--- config.mk ---
export PLATFORM = sky130hd
export DESIGN_NAME = egg_countdown_flat
export DESIGN_NICKNAME = d
export VERILOG_FILES = /design/src/rtl/egg_countdown_pkg.sv /design/src/rtl/egg_countdown_if.sv /design/src/rtl/egg_countdown_bcd_digit_dec.sv /design/src/rtl/egg_countdown.sv /design/src/flat_wrapper.sv
export SDC_FILE = /design/constraint.sdc
export NUM_CORES = 1
export LEC_CHECK = 0
export BUFFER_PORTS_ARGS = -buffer_cell sky130_fd_sc_hd__buf_2
export CAP_MARGIN = 10
export CORE_MARGIN = 3
export CORE_UTILIZATION = 40
export CTS_BUF_LIST = sky130_fd_sc_hd__clkbuf_4 sky130_fd_sc_hd__clkbuf_8 sky130_fd_sc_hd__clkbuf_16
export CTS_CLUSTER_SIZE = 16
export DETAILED_ROUTE_END_ITERATION = 7
export GPL_ROUTABILITY_DRIVEN = 0
export PLACE_DENSITY_LB_ADDON = 0.05
export SYNTH_ARGS = -nofsm -noshare
export SYNTH_HDL_FRONTEND = slang
export SYNTH_SLANG_ARGS = --single-unit
--- constraint.sdc ---
create_clock -name CLOCK_50 -period 4.3 [get_ports CLOCK_50]
set_clock_uncertainty 0.15 [all_clocks]
set_input_delay 0.86 -clock CLOCK_50 [delete_from_list [all_inputs] [get_ports CLOCK_50]]
set_output_delay 0.86 -clock CLOCK_50 [all_outputs]
set_load 0.01 [all_outputs]
--- src/rtl/egg_countdown_pkg.sv ---
// Shared definitions for the egg timer countdown: FSM encodings, BCD digit
// limits, divider defaults and the digit clamp used when loading switches.
package egg_timer_pkg;

    typedef enum logic [2:0] {
        IDLE  = 3'b000,
        RUN   = 3'b001,
        PAUSE = 3'b010,
        FLASH = 3'b011
    } state_t;

    localparam logic [3:0] BCD_DIGIT_MAX    = 4'd9;
    localparam logic [3:0] BCD_SEC_TENS_MAX = 4'd5;

    localparam int TICK_DIV_DEFAULT     = 50_000_000;
    localparam int FLASH_DIV_DEFAULT    = 25_000_000;
    localparam int FLASH_CYCLES_DEFAULT = 10;

    // Saturate a raw switch nibble to the largest legal digit for its place.
    function automatic logic [3:0] clamp_digit(input logic [3:0] d, input logic [3:0] max_d);
        return (d > max_d) ? max_d : d;
    endfunction

endpackage

--- src/rtl/egg_countdown_if.sv ---
// Control/display bundle between the key decode, the countdown core and the
// display stage. The core is the slave; whoever drives the keys is the master.
interface egg_countdown_if;
    import egg_timer_pkg::*;

    logic [7:0] bcd_in;
    logic       load_sec;
    logic       load_min;
    logic       start;
    logic       stop;
    logic [7:0] min_bcd;
    logic [7:0] sec_bcd;
    logic       running;
    logic       done;
    logic       flash;
    state_t     state;

    modport master (
        output bcd_in, load_sec, load_min, start, stop,
        input  min_bcd, sec_bcd, running, done, flash, state
    );

    modport slave (
        input  bcd_in, load_sec, load_min, start, stop,
        output min_bcd, sec_bcd, running, done, flash, state
    );

endinterface

--- src/rtl/egg_countdown_bcd_digit_dec.sv ---
// One BCD digit of the countdown borrow chain: when enabled, a zero digit wraps
// to its place maximum and borrows from the next place up.
module bcd_digit_dec (
    input  logic [3:0] digit,
    input  logic [3:0] wrap,
    input  logic       en,
    output logic [3:0] digit_next,
    output logic       borrow
);

    // Decrement with wrap-and-borrow at zero; pass through when not enabled.
    always_comb begin
        digit_next = digit;
        borrow     = 1'b0;
        if (en) begin
            if (digit == 4'd0) begin
                digit_next = wrap;
                borrow     = 1'b1;
            end else begin
                digit_next = digit - 4'd1;
            end
        end
    end

endmodule

--- src/rtl/egg_countdown.sv ---
// Egg timer countdown core: holds MM:SS in packed BCD, counts down once per
// tick while running, then flashes for a fixed number of toggles at 00:00.
// Optional build macro EGG_COUNTDOWN_HOLD_EN keeps a copy of the last loaded
// time and restores it when the flash phase ends.
module egg_countdown
    import egg_timer_pkg::*;
#(
    parameter int TICK_DIV     = TICK_DIV_DEFAULT,
    parameter int FLASH_DIV    = FLASH_DIV_DEFAULT,
    parameter int FLASH_CYCLES = FLASH_CYCLES_DEFAULT
) (
    input  logic           CLOCK_50,
    input  logic           rst,
    egg_countdown_if.slave bus
);

    localparam int TW = (TICK_DIV > 1) ? $clog2(TICK_DIV) : 1;
    localparam int FW = (FLASH_DIV > 1) ? $clog2(FLASH_DIV) : 1;
    localparam int PW = (FLASH_CYCLES > 1) ? $clog2(FLASH_CYCLES) : 1;
    localparam logic [TW-1:0] TICK_LAST  = TW'(TICK_DIV - 1);
    localparam logic [FW-1:0] FLASH_LAST = FW'(FLASH_DIV - 1);
    localparam logic [PW-1:0] PHASE_LAST = PW'(FLASH_CYCLES - 1);

    state_t        state_reg;
    logic [7:0]    min_bcd_reg;
    logic [7:0]    sec_bcd_reg;
    logic          running_reg;
    logic          done_reg;
    logic          flash_reg;
    logic [TW-1:0] tick_cnt_reg;
    logic [FW-1:0] flash_div_reg;
    logic [PW-1:0] flash_phase_reg;
`ifdef EGG_COUNTDOWN_HOLD_EN
    logic [7:0]    hold_min_reg;
    logic [7:0]    hold_sec_reg;
`endif

    logic [15:0] cur_val;
    logic [15:0] dec_val;
    logic [3:0]  en_vec;
    logic [3:0]  borrow_vec;
    logic        tick_due;
    logic        tick_apply;
    logic        hits_zero;
    logic        is_zero;
    logic        flash_wrap;
    logic        flash_exit;
    logic [7:0]  load_min_val;
    logic [7:0]  load_sec_val;

    // Digit order, least significant first: sec ones, sec tens, min ones, min tens.
    assign cur_val = {min_bcd_reg, sec_bcd_reg};
    assign en_vec  = {borrow_vec[2:0], 1'b1};

    genvar gi;
    generate
        for (gi = 0; gi < 4; gi++) begin : g_digit
            localparam logic [3:0] WRAP = (gi == 1) ? BCD_SEC_TENS_MAX : BCD_DIGIT_MAX;
            bcd_digit_dec u_dec (
                .digit      (cur_val[gi*4 +: 4]),
                .wrap       (WRAP),
                .en         (en_vec[gi]),
                .digit_next (dec_val[gi*4 +: 4]),
                .borrow     (borrow_vec[gi])
            );
        end
    endgenerate

    // A borrow out of the top digit would mean decrementing 00:00; never apply it.
    assign tick_due   = (state_reg == RUN) && (tick_cnt_reg == TICK_LAST);
    assign tick_apply = tick_due && !borrow_vec[3];
    assign hits_zero  = tick_apply && (dec_val == 16'h0000);
    assign is_zero    = (cur_val == 16'h0000);
    assign flash_wrap = (flash_div_reg == FLASH_LAST);
    assign flash_exit = (state_reg == FLASH) &&
                        (bus.stop || bus.start || (flash_wrap && flash_phase_reg == PHASE_LAST));

    assign load_min_val = {clamp_digit(bus.bcd_in[7:4], BCD_DIGIT_MAX),
                           clamp_digit(bus.bcd_in[3:0], BCD_DIGIT_MAX)};
    assign load_sec_val = {clamp_digit(bus.bcd_in[7:4], BCD_SEC_TENS_MAX),
                           clamp_digit(bus.bcd_in[3:0], BCD_DIGIT_MAX)};

    // Sequencer: pulse priority stop > start > load_min > load_sec, all outputs registered.
    always_ff @(posedge CLOCK_50) begin
        if (rst) begin
            state_reg       <= IDLE;
            min_bcd_reg     <= 8'h00;
            sec_bcd_reg     <= 8'h00;
            running_reg     <= 1'b0;
            done_reg        <= 1'b0;
            flash_reg       <= 1'b0;
            tick_cnt_reg    <= '0;
            flash_div_reg   <= '0;
            flash_phase_reg <= '0;
`ifdef EGG_COUNTDOWN_HOLD_EN
            hold_min_reg    <= 8'h00;
            hold_sec_reg    <= 8'h00;
`endif
        end else begin
            unique case (state_reg)
                IDLE, PAUSE: begin
                    if (bus.stop) begin
                        // Nothing to pause; lower-priority pulses are dropped.
                    end else if (bus.start) begin
                        if (!is_zero) begin
                            state_reg   <= RUN;
                            running_reg <= 1'b1;
                            // A fresh run starts a full second; a resume keeps the partial count.
                            if (state_reg == IDLE) begin
                                tick_cnt_reg <= '0;
                            end
                        end
                    end else if (bus.load_min) begin
                        min_bcd_reg  <= load_min_val;
`ifdef EGG_COUNTDOWN_HOLD_EN
                        hold_min_reg <= load_min_val;
`endif
                    end else if (bus.load_sec) begin
                        sec_bcd_reg  <= load_sec_val;
`ifdef EGG_COUNTDOWN_HOLD_EN
                        hold_sec_reg <= load_sec_val;
`endif
                    end
                end
                RUN: begin
                    // The cycle on which stop arrives still counts as run time.
                    tick_cnt_reg <= tick_due ? '0 : tick_cnt_reg + 1'b1;
                    if (tick_apply) begin
                        {min_bcd_reg, sec_bcd_reg} <= dec_val;
                    end
                    if (hits_zero) begin
                        state_reg       <= FLASH;
                        running_reg     <= 1'b0;
                        done_reg        <= 1'b1;
                        flash_reg       <= 1'b1;
                        flash_div_reg   <= '0;
                        flash_phase_reg <= '0;
                    end else if (bus.stop) begin
                        state_reg   <= PAUSE;
                        running_reg <= 1'b0;
                    end
                end
                FLASH: begin
                    if (flash_exit) begin
                        state_reg <= IDLE;
                        done_reg  <= 1'b0;
                        flash_reg <= 1'b0;
`ifdef EGG_COUNTDOWN_HOLD_EN
                        min_bcd_reg <= hold_min_reg;
                        sec_bcd_reg <= hold_sec_reg;
`endif
                    end else if (flash_wrap) begin
                        flash_div_reg   <= '0;
                        flash_phase_reg <= flash_phase_reg + 1'b1;
                        flash_reg       <= ~flash_reg;
                    end else begin
                        flash_div_reg <= flash_div_reg + 1'b1;
                    end
                end
                default: begin
                    state_reg   <= IDLE;
                    running_reg <= 1'b0;
                    done_reg    <= 1'b0;
                    flash_reg   <= 1'b0;
                end
            endcase
        end
    end

    assign bus.min_bcd = min_bcd_reg;
    assign bus.sec_bcd = sec_bcd_reg;
    assign bus.running = running_reg;
    assign bus.done    = done_reg;
    assign bus.flash   = flash_reg;
    assign bus.state   = state_reg;

endmodule
--- src/flat_wrapper.sv ---
// flat-port wrapper written by rule: the top's interface ports become plain ports
module egg_countdown_flat import egg_timer_pkg::*;
#(
    parameter int TICK_DIV     = TICK_DIV_DEFAULT,
    parameter int FLASH_DIV    = FLASH_DIV_DEFAULT,
    parameter int FLASH_CYCLES = FLASH_CYCLES_DEFAULT
)
  (CLOCK_50, rst, bus_bcd_in, bus_load_sec, bus_load_min, bus_start, bus_stop, bus_min_bcd, bus_sec_bcd, bus_running, bus_done, bus_flash, bus_state);
  egg_countdown_if bus_i ();
  input  logic CLOCK_50;
  input  logic rst;
  input wire logic [$bits(bus_i.bcd_in)-1:0] bus_bcd_in;
  input wire logic [$bits(bus_i.load_sec)-1:0] bus_load_sec;
  input wire logic [$bits(bus_i.load_min)-1:0] bus_load_min;
  input wire logic [$bits(bus_i.start)-1:0] bus_start;
  input wire logic [$bits(bus_i.stop)-1:0] bus_stop;
  output wire logic [$bits(bus_i.min_bcd)-1:0] bus_min_bcd;
  output wire logic [$bits(bus_i.sec_bcd)-1:0] bus_sec_bcd;
  output wire logic [$bits(bus_i.running)-1:0] bus_running;
  output wire logic [$bits(bus_i.done)-1:0] bus_done;
  output wire logic [$bits(bus_i.flash)-1:0] bus_flash;
  output wire logic [$bits(bus_i.state)-1:0] bus_state;
  assign bus_i.bcd_in = bus_bcd_in;
  assign bus_i.load_sec = bus_load_sec;
  assign bus_i.load_min = bus_load_min;
  assign bus_i.start = bus_start;
  assign bus_i.stop = bus_stop;
  assign bus_min_bcd = bus_i.min_bcd;
  assign bus_sec_bcd = bus_i.sec_bcd;
  assign bus_running = bus_i.running;
  assign bus_done = bus_i.done;
  assign bus_flash = bus_i.flash;
  assign bus_state = bus_i.state;
  egg_countdown #(.TICK_DIV(TICK_DIV), .FLASH_DIV(FLASH_DIV), .FLASH_CYCLES(FLASH_CYCLES)) u_core (.CLOCK_50(CLOCK_50), .rst(rst), .bus(bus_i));
endmodule
==> flow_summary.ini, run 1 <==
[synth]
ys_seq_area_share_pct = 37.8
async_flop_share_pct = 0
synth_top_family_by_area = simple AND/OR/NAND/NOR gates
synth_xor_area_share_pct = 9.14
syn_avg_cell_area_sq_um = 8.10
synth-seq-cells = 76
synth_common_cells = nor2_1, dfxtp_1, nand2_1, a21oi_1, o21ai_0
synth_fp_nets = 515
synth_cell_type_count = 64
syn_area_sq_um = 4020
synth_fa_ha_area_share_pct = 1.24
synthMuxAreaShare_pct = 1.03
postSynthCellCount = 497
synth_compound_area_share_pct = 19.5
synth-main-ff-cell = dfxtp_1
synthSimpleGateAreaFrac_pct = 27.7
synth_edf_count = 0
yosys.area.top_type = dfxtp_1
synth_most_common_cell = nor2_1
synthTopCellsByArea = dfxtp_1, nor2_1, xnor2_1
ys_warn_count = 0
synth.top_cell.area_share_pct = 37.8

[clock_tree]
htreeDepth = 3
postCtsSetupRepairBufs = 0
clock_sinks = 76
cts_resized = 0
cts_tree = built
cts-buffers-inserted = 9
ctsHoldBuffers = 0
clkSlewWorstSetupHoldPaths_ps = 80
cts_buffer_depth = 2
insertion_delay_ps = 340
clockRootBuffer = clkbuf_8

[power_and_ir_drop]
p_per_area_nw_per_um2 = 304
leakage_nw = 1.61
peakVddDrop_mv = 0.156
power.total_mw = 1.35

[floorplanning]
rows = 35
die_x_um = 106
core_area_sq_um = 9500
num_io_pins = 36
die_area_sq_um = 11300
die_y_um = 106
initial_core_util_pct = 42.3

[run]
maxCapViolCount = 0

[worst_setup_path]
worst_ep_required_time_ps = 4410
worst_setup_path_start_kind = register
cp_max_fo = 24
rr_worst_depth = 7
crit_type = register to register
end_kind = register
worstReg2RegStart = u_core.bus.sec_bcd[0]$_SDFFE_PP0P_
r2r-end = u_core.tick_cnt_reg[16]$_SDFFE_PP0P_
cp.arrival_ps = 3480
timing.critical_path.to = u_core.tick_cnt_reg[16]$_SDFFE_PP0P_
startpoint = u_core.bus.sec_bcd[0]$_SDFFE_PP0P_
reg2reg_slack_ps = 930

[sta]
fin_crit_sh_pct = 78.3
max_clock_freq_mhz = 297
slew_viol_final = 0
finalSetupViolCount = 0
hold_viol_final = 0
layout_min_cycle_time_ps = 3370
worst_pin_slew_ps = 1070
fin_setup_tns_ps = 0
slew_headroom_pct = 28.4
rsz0062_at_grt = false

[global_routing]
first_global_vias = 3394
grt_first_pass_wirelength_mm = 16.6
grt_use_total_pct = 17.9
grt_max_degree = 26
antenna_found_initial = 0
grt-ovfl-total = 0

[routing]
drcViolationCount = 0
drtPass1Iterations = 4
ant_nets = 0
drt-met1-wl_mm = 4.95
drtIter0Drc = 120
routed.top_layer = met4
routed_via_density = 5.47
wl_met2_mm = 4.37
avgRoutedWirePerCell_um = 14.9
dr_total_vias = 3589
wl_mm = 9.76
wl_met3_um = 342

[worst_hold_path]
hp-class = register to register

[cells_and_area]
synthToLayoutAreaGrowth_pct = 10.9
largest_reg_flops = 26
stdcell_count = 656
final.fill_count = 992
fin_nets = 542
n_antenna_cell = 0
drive_gt1_share_pct = 12.9

[place]
dp_hpwl_mm = 6.75
portBuffers = 34
dp_cells = 642

[run_status]
run_status = finished clean
## cells by family (layout without fill, tap and decap cells)
kind of cell	count (synthesis)	in the layout
adders and majority gates	4	4
buffers and inverters	34	64
DFF	76	76
and+or+nand+nor	218	218
muxes	4	4
AOI/OAI and AO/OA	118	118
xor gates and xnor gates	42	42
other	1	1
## area by class of cell
class | instances | area (sq um) | area share, %
clock buffers | 11 | 145 | 3.25
clock inverters | 3 | 15.0 | 0.337
inverters | 11 | 41.3 | 0.925
multi-input cells | 387 | 2370 | 53.1
flip-flops and latches | 76 | 1520 | 34.1
well taps | 129 | 161 | 3.62
repair buffers | 39 | 208 | 4.66
## worst min path at each step
stage / from / end / slack [ps] / depth (start not counted)
after global placement: u_core.flash_div_reg[21]$_SDFFE_PP0P_ / u_core.flash_div_reg[21]$_SDFFE_PP0P_ / 310 / 2
after CTS: u_core.flash_div_reg[21]$_SDFFE_PP0P_ / u_core.flash_div_reg[21]$_SDFFE_PP0P_ / 340 / 2
after floorplan: u_core.flash_div_reg[21]$_SDFFE_PP0P_ / u_core.flash_div_reg[21]$_SDFFE_PP0P_ / 300 / 2
after global routing: u_core.flash_div_reg[21]$_SDFFE_PP0P_ / u_core.flash_div_reg[21]$_SDFFE_PP0P_ / 360 / 2
after detailed placement: u_core.flash_div_reg[21]$_SDFFE_PP0P_ / u_core.flash_div_reg[21]$_SDFFE_PP0P_ / 330 / 2
final: u_core.bus.done$_SDFFE_PP0P_ / u_core.bus.done$_SDFFE_PP0P_ / 340 / 2
## worst max-delay path, stage by stage, from the launching register on
cell,delay [ps]
dfxtp_1,370
or4_1,700
or4_4,610
o31ai_2,360
a21oi_2,200
nand2_1,100
nand2_1,460
nor3_1,320
## per-stage QoR
stage / hold slack, ps / util [%] / setup WS (ps) / cell area (sq um)
2_1_floorplan: 298 / - / 1470 / 4020
3_3_place_gp: 313 / 45.3 / 967 / 4300
3_5_place_dp: 333 / 45.3 / 956 / 4300
4_1_cts: 344 / 47.0 / 905 / 4460
5_1_grt: 357 / 47.0 / 713 / 4460
6_report: 344 / 47.0 / 933 / 4460
## where the power goes
group          switching, mW  leakage, nW  internal [mW]
clock                  0.252       0.0882          0.223
sequential            0.0173        0.613          0.712
combinational         0.0992        0.911         0.0507
## metal layers
layer / GRT usage, % / vias to the layer above
met2: 28.5 / 53
met4: 4.44 / 0
met1: 24.5 / 1682
met5: 0 / -
met3: 4.37 / 8
li1: - / 1846
## placed cells by master (no fill, tap or decap), types with 11 or more instances in the layout
master   synthesis  routed
xnor2_1         23      23
xor2_1          19      19
nand2_1         36      36
dfxtp_1         76      76
buf_2            6      34
o21ai_0         33      33
inv_1           11      11
nor2_1          79      79
nand4_1         13      13
nor3_1          18      18
a21oi_1         33      33
nand3_1         17      17
Note: power is estimated with default switching activity, not from simulation.
==> run 2: changes to the inputs <==
--- a/config.mk
+++ b/config.mk
@@ -5,6 +5,7 @@
 export SDC_FILE = /design/constraint.sdc
 export NUM_CORES = 1
 export LEC_CHECK = 0
+export ABC_AREA = 1
 export BUFFER_PORTS_ARGS = -buffer_cell sky130_fd_sc_hd__buf_2
 export CAP_MARGIN = 10
 export CORE_MARGIN = 3
==> constraint.sdc (replaced) <==
create_clock -name CLOCK_50 -period 2.85 [get_ports CLOCK_50]
set_clock_uncertainty 0.15 [all_clocks]
set_input_delay 0.57 -clock CLOCK_50 [delete_from_list [all_inputs] [get_ports CLOCK_50]]
set_output_delay 0.57 -clock CLOCK_50 [all_outputs]
set_load 0.01 [all_outputs]
==> run 2 against run 1 <==
Area after synthesis is 20% higher. Register-to-register slack got worse by 670 ps. Fmax rose by 30%. Critical path depth rose by 5. Flip-flop and latch count did not move. Critical endpoint is now u_core.flash_div_reg[6]$_SDFFE_PP0P_. Highest routed layer unchanged.
==> flow_summary.ini, run 2 <==
[sta]
slew_viol_final = 0
finalSetupViolCount = 0
timing.hold.ws_ps = 323
max_clock_freq_mhz = 386
layout_min_cycle_time_ps = 2590
worst_pin_slew_ps = 690
slew_headroom_pct = 53.6
rsz0062_at_grt = false
fin_setup_tns_ps = 0
fin_crit_sh_pct = 90.8
hold_viol_final = 0

[routing]
drcViolationCount = 0
avgRoutedWirePerCell_um = 14.3
routed_via_density = 5.33
drtIter0Drc = 308
wl_mm = 13.3
drtPass1Iterations = 5
ant_nets = 0
dr_total_vias = 4945

[global_routing]
grt_use_total_pct = 20.5
grt-ovfl-total = 0
first_global_vias = 4541
grt_max_degree = 33
antenna_found_initial = 0
grt_first_pass_wirelength_mm = 21.7

[run]
maxCapViolCount = 0

[clock_tree]
cts-buffers-inserted = 9
htreeDepth = 3
postCtsSetupRepairBufs = 0
clock_sinks = 76
clkSlewWorstSetupHoldPaths_ps = 60
insertion_delay_ps = 350
cts_tree = built
ctsHoldBuffers = 0
cts_buffer_depth = 2
cts_resized = 0
clockRootBuffer = clkbuf_16

[worst_setup_path]
worstReg2RegStart = u_core.tick_cnt_reg[0]$_SDFFE_PP0P_
cp_num_cells = 12
cp.arrival_ps = 2710
worst_setup_path_start_kind = register
crit_buf_inv = 1
rr_worst_depth = 12
cp_max_fo = 23
critical-path-top-delay-family = simple AND/OR/NAND/NOR gates
path_cells = ha_1 -> nand3_1 -> nor2_1 -> nand2_1 -> nor2_4 -> nand3_2 -> nor2_4 -> nand3_4 -> nand2_4 -> buf_4 -> nand4_1 -> a21oi_1
crit_type = register to register
end_kind = register
cp_slowest_cell = dfxtp_1
r2r-end = u_core.flash_div_reg[6]$_SDFFE_PP0P_
max_stage_delay_ps = 390
crit_top_cell = nor2_4
reg2reg_slack_ps = 260
worst_ep_required_time_ps = 2980

[synth]
postSynthCellCount = 754
synth.top_cell.area_share_pct = 31.5
synth_cell_type_count = 50
synthTopCellsByArea = dfxtp_1, nand2_1, a21oi_1
synth_most_common_cell = nand2_1
yosys.area.top_type = dfxtp_1
synth_fp_nets = 772
synth-seq-cells = 76
synth-main-ff-cell = dfxtp_1
synth_common_cells = nand2_1, nor2_1, inv_1, dfxtp_1, a21oi_1
ys_seq_area_share_pct = 31.5
synth_edf_count = 0
syn_area_sq_um = 4820
ys_warn_count = 0
syn_avg_cell_area_sq_um = 6.40
async_flop_share_pct = 0

[cells_and_area]
drive_gt1_share_pct = 11.6
final_util_pct = 46.0
register_area_sq_um = 1520
final.fill_count = 1251
stdcell_count = 927
fin_nets = 799
synthToLayoutAreaGrowth_pct = 10.8
most-common-layout-cells = nand2_1, nor2_1, inv_1
n_antenna_cell = 0
largest_reg_flops = 26
multiInputGateArea_sq_um = 2820
final_common_cell = nand2_1

[place]
portBuffers = 34
dp_hpwl_mm = 9.79
dp_cells = 913

[worst_hold_path]
min_path_cells = 2
min_from = u_core.bus.running$_SDFFE_PP0P_
hp-class = register to register
holdPathEnd = u_core.bus.running$_SDFFE_PP0P_

[floorplanning]
core_area_sq_um = 11600
initial_core_util_pct = 41.5
die_x_um = 116
rows = 39
die_area_sq_um = 13400
num_io_pins = 36
die_y_um = 116

[power_and_ir_drop]
power.total_mw = 2.93
leakage_nw = 2.04
p_per_area_nw_per_um2 = 548
peakVddDrop_mv = 0.241

[run_status]
run_status = finished clean
run 2: cell types whose count changed after synthesis, sizes merged, moves of 19 or more:
cell	delta
nand2	+140
inv	+76
nor2	+28
xnor2	-19
nand3	+33
a21oi	+37
run 2: worst max path at each step:
stage / startpoint / endpoint / slack, ps
6_report: u_core.tick_cnt_reg[0]$_SDFFE_PP0P_ / u_core.flash_div_reg[6]$_SDFFE_PP0P_ / 260
5_1_grt: u_core.tick_cnt_reg[0]$_SDFFE_PP0P_ / u_core.flash_div_reg[5]$_SDFFE_PP0P_ / 20
4_1_cts: u_core.tick_cnt_reg[0]$_SDFFE_PP0P_ / u_core.flash_div_reg[16]$_SDFFE_PP0P_ / 240
3_5_place_dp: u_core.tick_cnt_reg[0]$_SDFFE_PP0P_ / u_core.flash_div_reg[5]$_SDFFE_PP0P_ / 270
3_3_place_gp: u_core.tick_cnt_reg[0]$_SDFFE_PP0P_ / u_core.flash_div_reg[16]$_SDFFE_PP0P_ / 390
2_1_floorplan: u_core.tick_cnt_reg[0]$_SDFFE_PP0P_ / u_core.flash_div_reg[17]$_SDFFE_PP0P_ / 740
run 2: cell families after synthesis:
group	synth area share (%)
other	0.0777
DFF	31.5
and+or+nand+nor	38.7
buffers and inverters	10.1
AOI/OAI and AO/OA	15.7
adders and majority gates	1.04
xor gates and xnor gates	2.90
run 2: where the power goes:
group	internal [mW]	leakage [nW]	switching, mW
Combinational	0.220	1.30	0.485
Sequential	1.10	0.614	0.0523
Clock	0.622	0.131	0.448
run 2: layer usage:
metal / share of wire [%] / track usage, %
met5: 0 / 0
met4: 2.4 / 8.89
met3: 4.2 / 3.19
met2: 49 / 35.8
met1: 44 / 24.9
run 2: final cells by class:
cell class	instances	share of cell area [%]
Sequential cell	76	28.5
Clock buffer	12	4.75
Multi-Input combinational cell	564	52.7
Tap cell	143	3.35
Clock inverter	2	0.234
Timing Repair Buffer	42	4.31
Inverter	88	6.23
run 2: through the flow:
step | cell area [sq um] | setup WS (ps)
global placement | 5080 | 393
global route | 5350 | 18.8
detailed placement | 5080 | 274
CTS | 5350 | 240
finish | 5350 | 262
floorplan | 4820 | 744
run 2: tightest hold or removal path, cell delays in order, from the launching register on:
cell and delay, ps:
dfxtp_1 320, inv_1 50, a21oi_1 50
==> run 3: changes to the inputs <==
--- a/config.mk
+++ b/config.mk
@@ -9,11 +9,12 @@
 export BUFFER_PORTS_ARGS = -buffer_cell sky130_fd_sc_hd__buf_2
 export CAP_MARGIN = 10
 export CORE_MARGIN = 3
-export CORE_UTILIZATION = 40
+export CORE_UTILIZATION = 45
 export CTS_BUF_LIST = sky130_fd_sc_hd__clkbuf_4 sky130_fd_sc_hd__clkbuf_8 sky130_fd_sc_hd__clkbuf_16
 export CTS_CLUSTER_SIZE = 16
 export DETAILED_ROUTE_END_ITERATION = 7
 export GPL_ROUTABILITY_DRIVEN = 0
+export GPL_TIMING_DRIVEN = 1
 export PLACE_DENSITY_LB_ADDON = 0.05
 export SYNTH_ARGS = -nofsm -noshare
 export SYNTH_HDL_FRONTEND = slang
==> run 3 against run 2 <==
Sequential share of layout area increased by 0.27 points. Wire length decreased by 2.5%. Core utilization increased by 5.0 points. Critical path depth unchanged. Largest cell class unchanged. Count of clock-buffer cells in the layout unchanged. First-iteration DRC count decreased by 8.4%. Hold slack improved by 7.2 ps. Critical endpoint is now u_core.flash_div_reg[8]$_SDFFE_PP0P_. Design area decreased by 0.94%. Final cell count decreased by 0.32%. Largest power group unchanged. Combinational power about the same. Die area decreased by 11%.
==> flow_summary.ini, run 3 (synthesized netlist as in run 2, its figures left out) <==
[run_status]
run_status = finished clean

[place]
portBuffers = 34
place_ws_ps = 305
dp_hpwl_mm = 9.53

[cells_and_area]
register_area_sq_um = 1520
most-common-layout-cells = nand2_1, nor2_1, inv_1
multiInputGateArea_sq_um = 2820
final.fill_count = 1082
fin_nets = 801
drive_gt1_share_pct = 12.1
largest_reg_flops = 26
n_antenna_cell = 0
synthToLayoutAreaGrowth_pct = 9.75
final_common_cell = nand2_1

[routing]
ant_nets = 0
avgRoutedWirePerCell_um = 14.0
routed_via_density = 5.33
drcViolationCount = 0
dr_total_vias = 4921
drtIter0Drc = 282
wl_mm = 12.9
drtPass1Iterations = 5

[worst_setup_path]
crit_type = register to register
cp_max_fo = 20
cp.arrival_ps = 2660
end_kind = register
worst_ep_required_time_ps = 3000
worst_setup_path_start_kind = register

[clock_tree]
ctsHoldBuffers = 0
clockRootBuffer = clkbuf_8
cts_tree = built
cts_resized = 0
htreeDepth = 3
insertion_delay_ps = 380
cts-buffers-inserted = 9
clkSlewWorstSetupHoldPaths_ps = 80
clock_sinks = 76
cts_buffer_depth = 2
postCtsSetupRepairBufs = 0

[floorplanning]
die_y_um = 110
num_io_pins = 36
die_area_sq_um = 12000
core_area_sq_um = 10400
rows = 37
die_x_um = 110
initial_core_util_pct = 46.5

[global_routing]
grt_max_degree = 33
grt_first_pass_wirelength_mm = 21.5
grt-ovfl-total = 0
first_global_vias = 4672
grt_use_total_pct = 22.8
antenna_found_initial = 0

[sta]
setup_slack_ps = 344
fin_setup_tns_ps = 0
fin_crit_sh_pct = 87.9
max_clock_freq_mhz = 399
hold_viol_final = 0
slew_viol_final = 0
slew_headroom_pct = 50.8
rsz0062_at_grt = false
worst_pin_slew_ps = 731
finalSetupViolCount = 0
layout_min_cycle_time_ps = 2510

[power_and_ir_drop]
p_per_area_nw_per_um2 = 516
leakage_nw = 2.03
peakVddDrop_mv = 0.406

[worst_hold_path]
hp-class = register to register

[run]
maxCapViolCount = 0
[run 3: changes by cell type in the layout (fill, tap and decap cells not counted), sizes merged]
| cell | change |
|---|---|
| buf | +2 |
| clkinv | +2 |
| bufinv | +1 |
| clkinvlp | -1 |
[run 3: final timing paths]
path                                                           start                              endpoint  slack (ps)  cells after the start
worst max-delay path             u_core.tick_cnt_reg[0]$_SDFFE_PP0P_  u_core.flash_div_reg[8]$_SDFFE_PP0P_         340                     12
worst min-delay path            u_core.tick_cnt_reg[22]$_SDFFE_PP0P_  u_core.tick_cnt_reg[22]$_SDFFE_PP0P_         330                      2
worst max register to register   u_core.tick_cnt_reg[0]$_SDFFE_PP0P_  u_core.flash_div_reg[8]$_SDFFE_PP0P_         340                     12
worst min register to register  u_core.tick_cnt_reg[22]$_SDFFE_PP0P_  u_core.tick_cnt_reg[22]$_SDFFE_PP0P_         330                      2
[run 3: metal layers]
metal | wire length [um] | track usage, % | vias up
met2 | 6200 | 38.9 | 121
met4 | 301 | 9.80 | 0
met1 | 5760 | 27.7 | 2236
met5 | 0 | 0 | -
met3 | 675 | 4.82 | 24
li1 | - | - | 2540
[run 3: critical path, stage by stage (launching register included)]
cell	delay (ps)
dfxtp_1	410
ha_1	210
nand3_1	140
nor2_1	220
nand2_1	120
nor2_4	160
nand3_2	110
nor2_4	110
nand3_4	130
nand2_8	180
buf_4	230
nand4_1	100
a21oi_1	150
[run 3: area by class of cell]
| cell class | count | share of cell area, % |
|---|---|---|
| clock inverter | 4 | 0.922 |
| inverter | 88 | 6.29 |
| multi-input combinational | 564 | 53.3 |
| tap | 136 | 3.21 |
| timing repair buffer | 44 | 4.63 |
| clock buffer | 12 | 2.88 |
| sequential | 76 | 28.7 |
[run 3: power breakdown]
part / internal [mW] / switching (mW) / total [mW]
Sequential: 1.10 / 0.0529 / 1.15
Combinational: 0.223 / 0.484 / 0.707
Clock: 0.447 / 0.423 / 0.870
Total: 1.77 / 0.960 / 2.73
[run 3: metrics by stage]
stage	util (%)	std cells	power [mW]	area (sq um)	hold WS, ps
3_5_place_dp	49.0	908	1.88	5080	319
2_1_floorplan	-	754	1.70	4820	297
6_report	51.1	924	2.73	5300	330
5_1_grt	51.1	924	2.90	5300	361
3_3_place_gp	49.0	908	1.88	5080	318
4_1_cts	51.0	924	2.77	5290	336
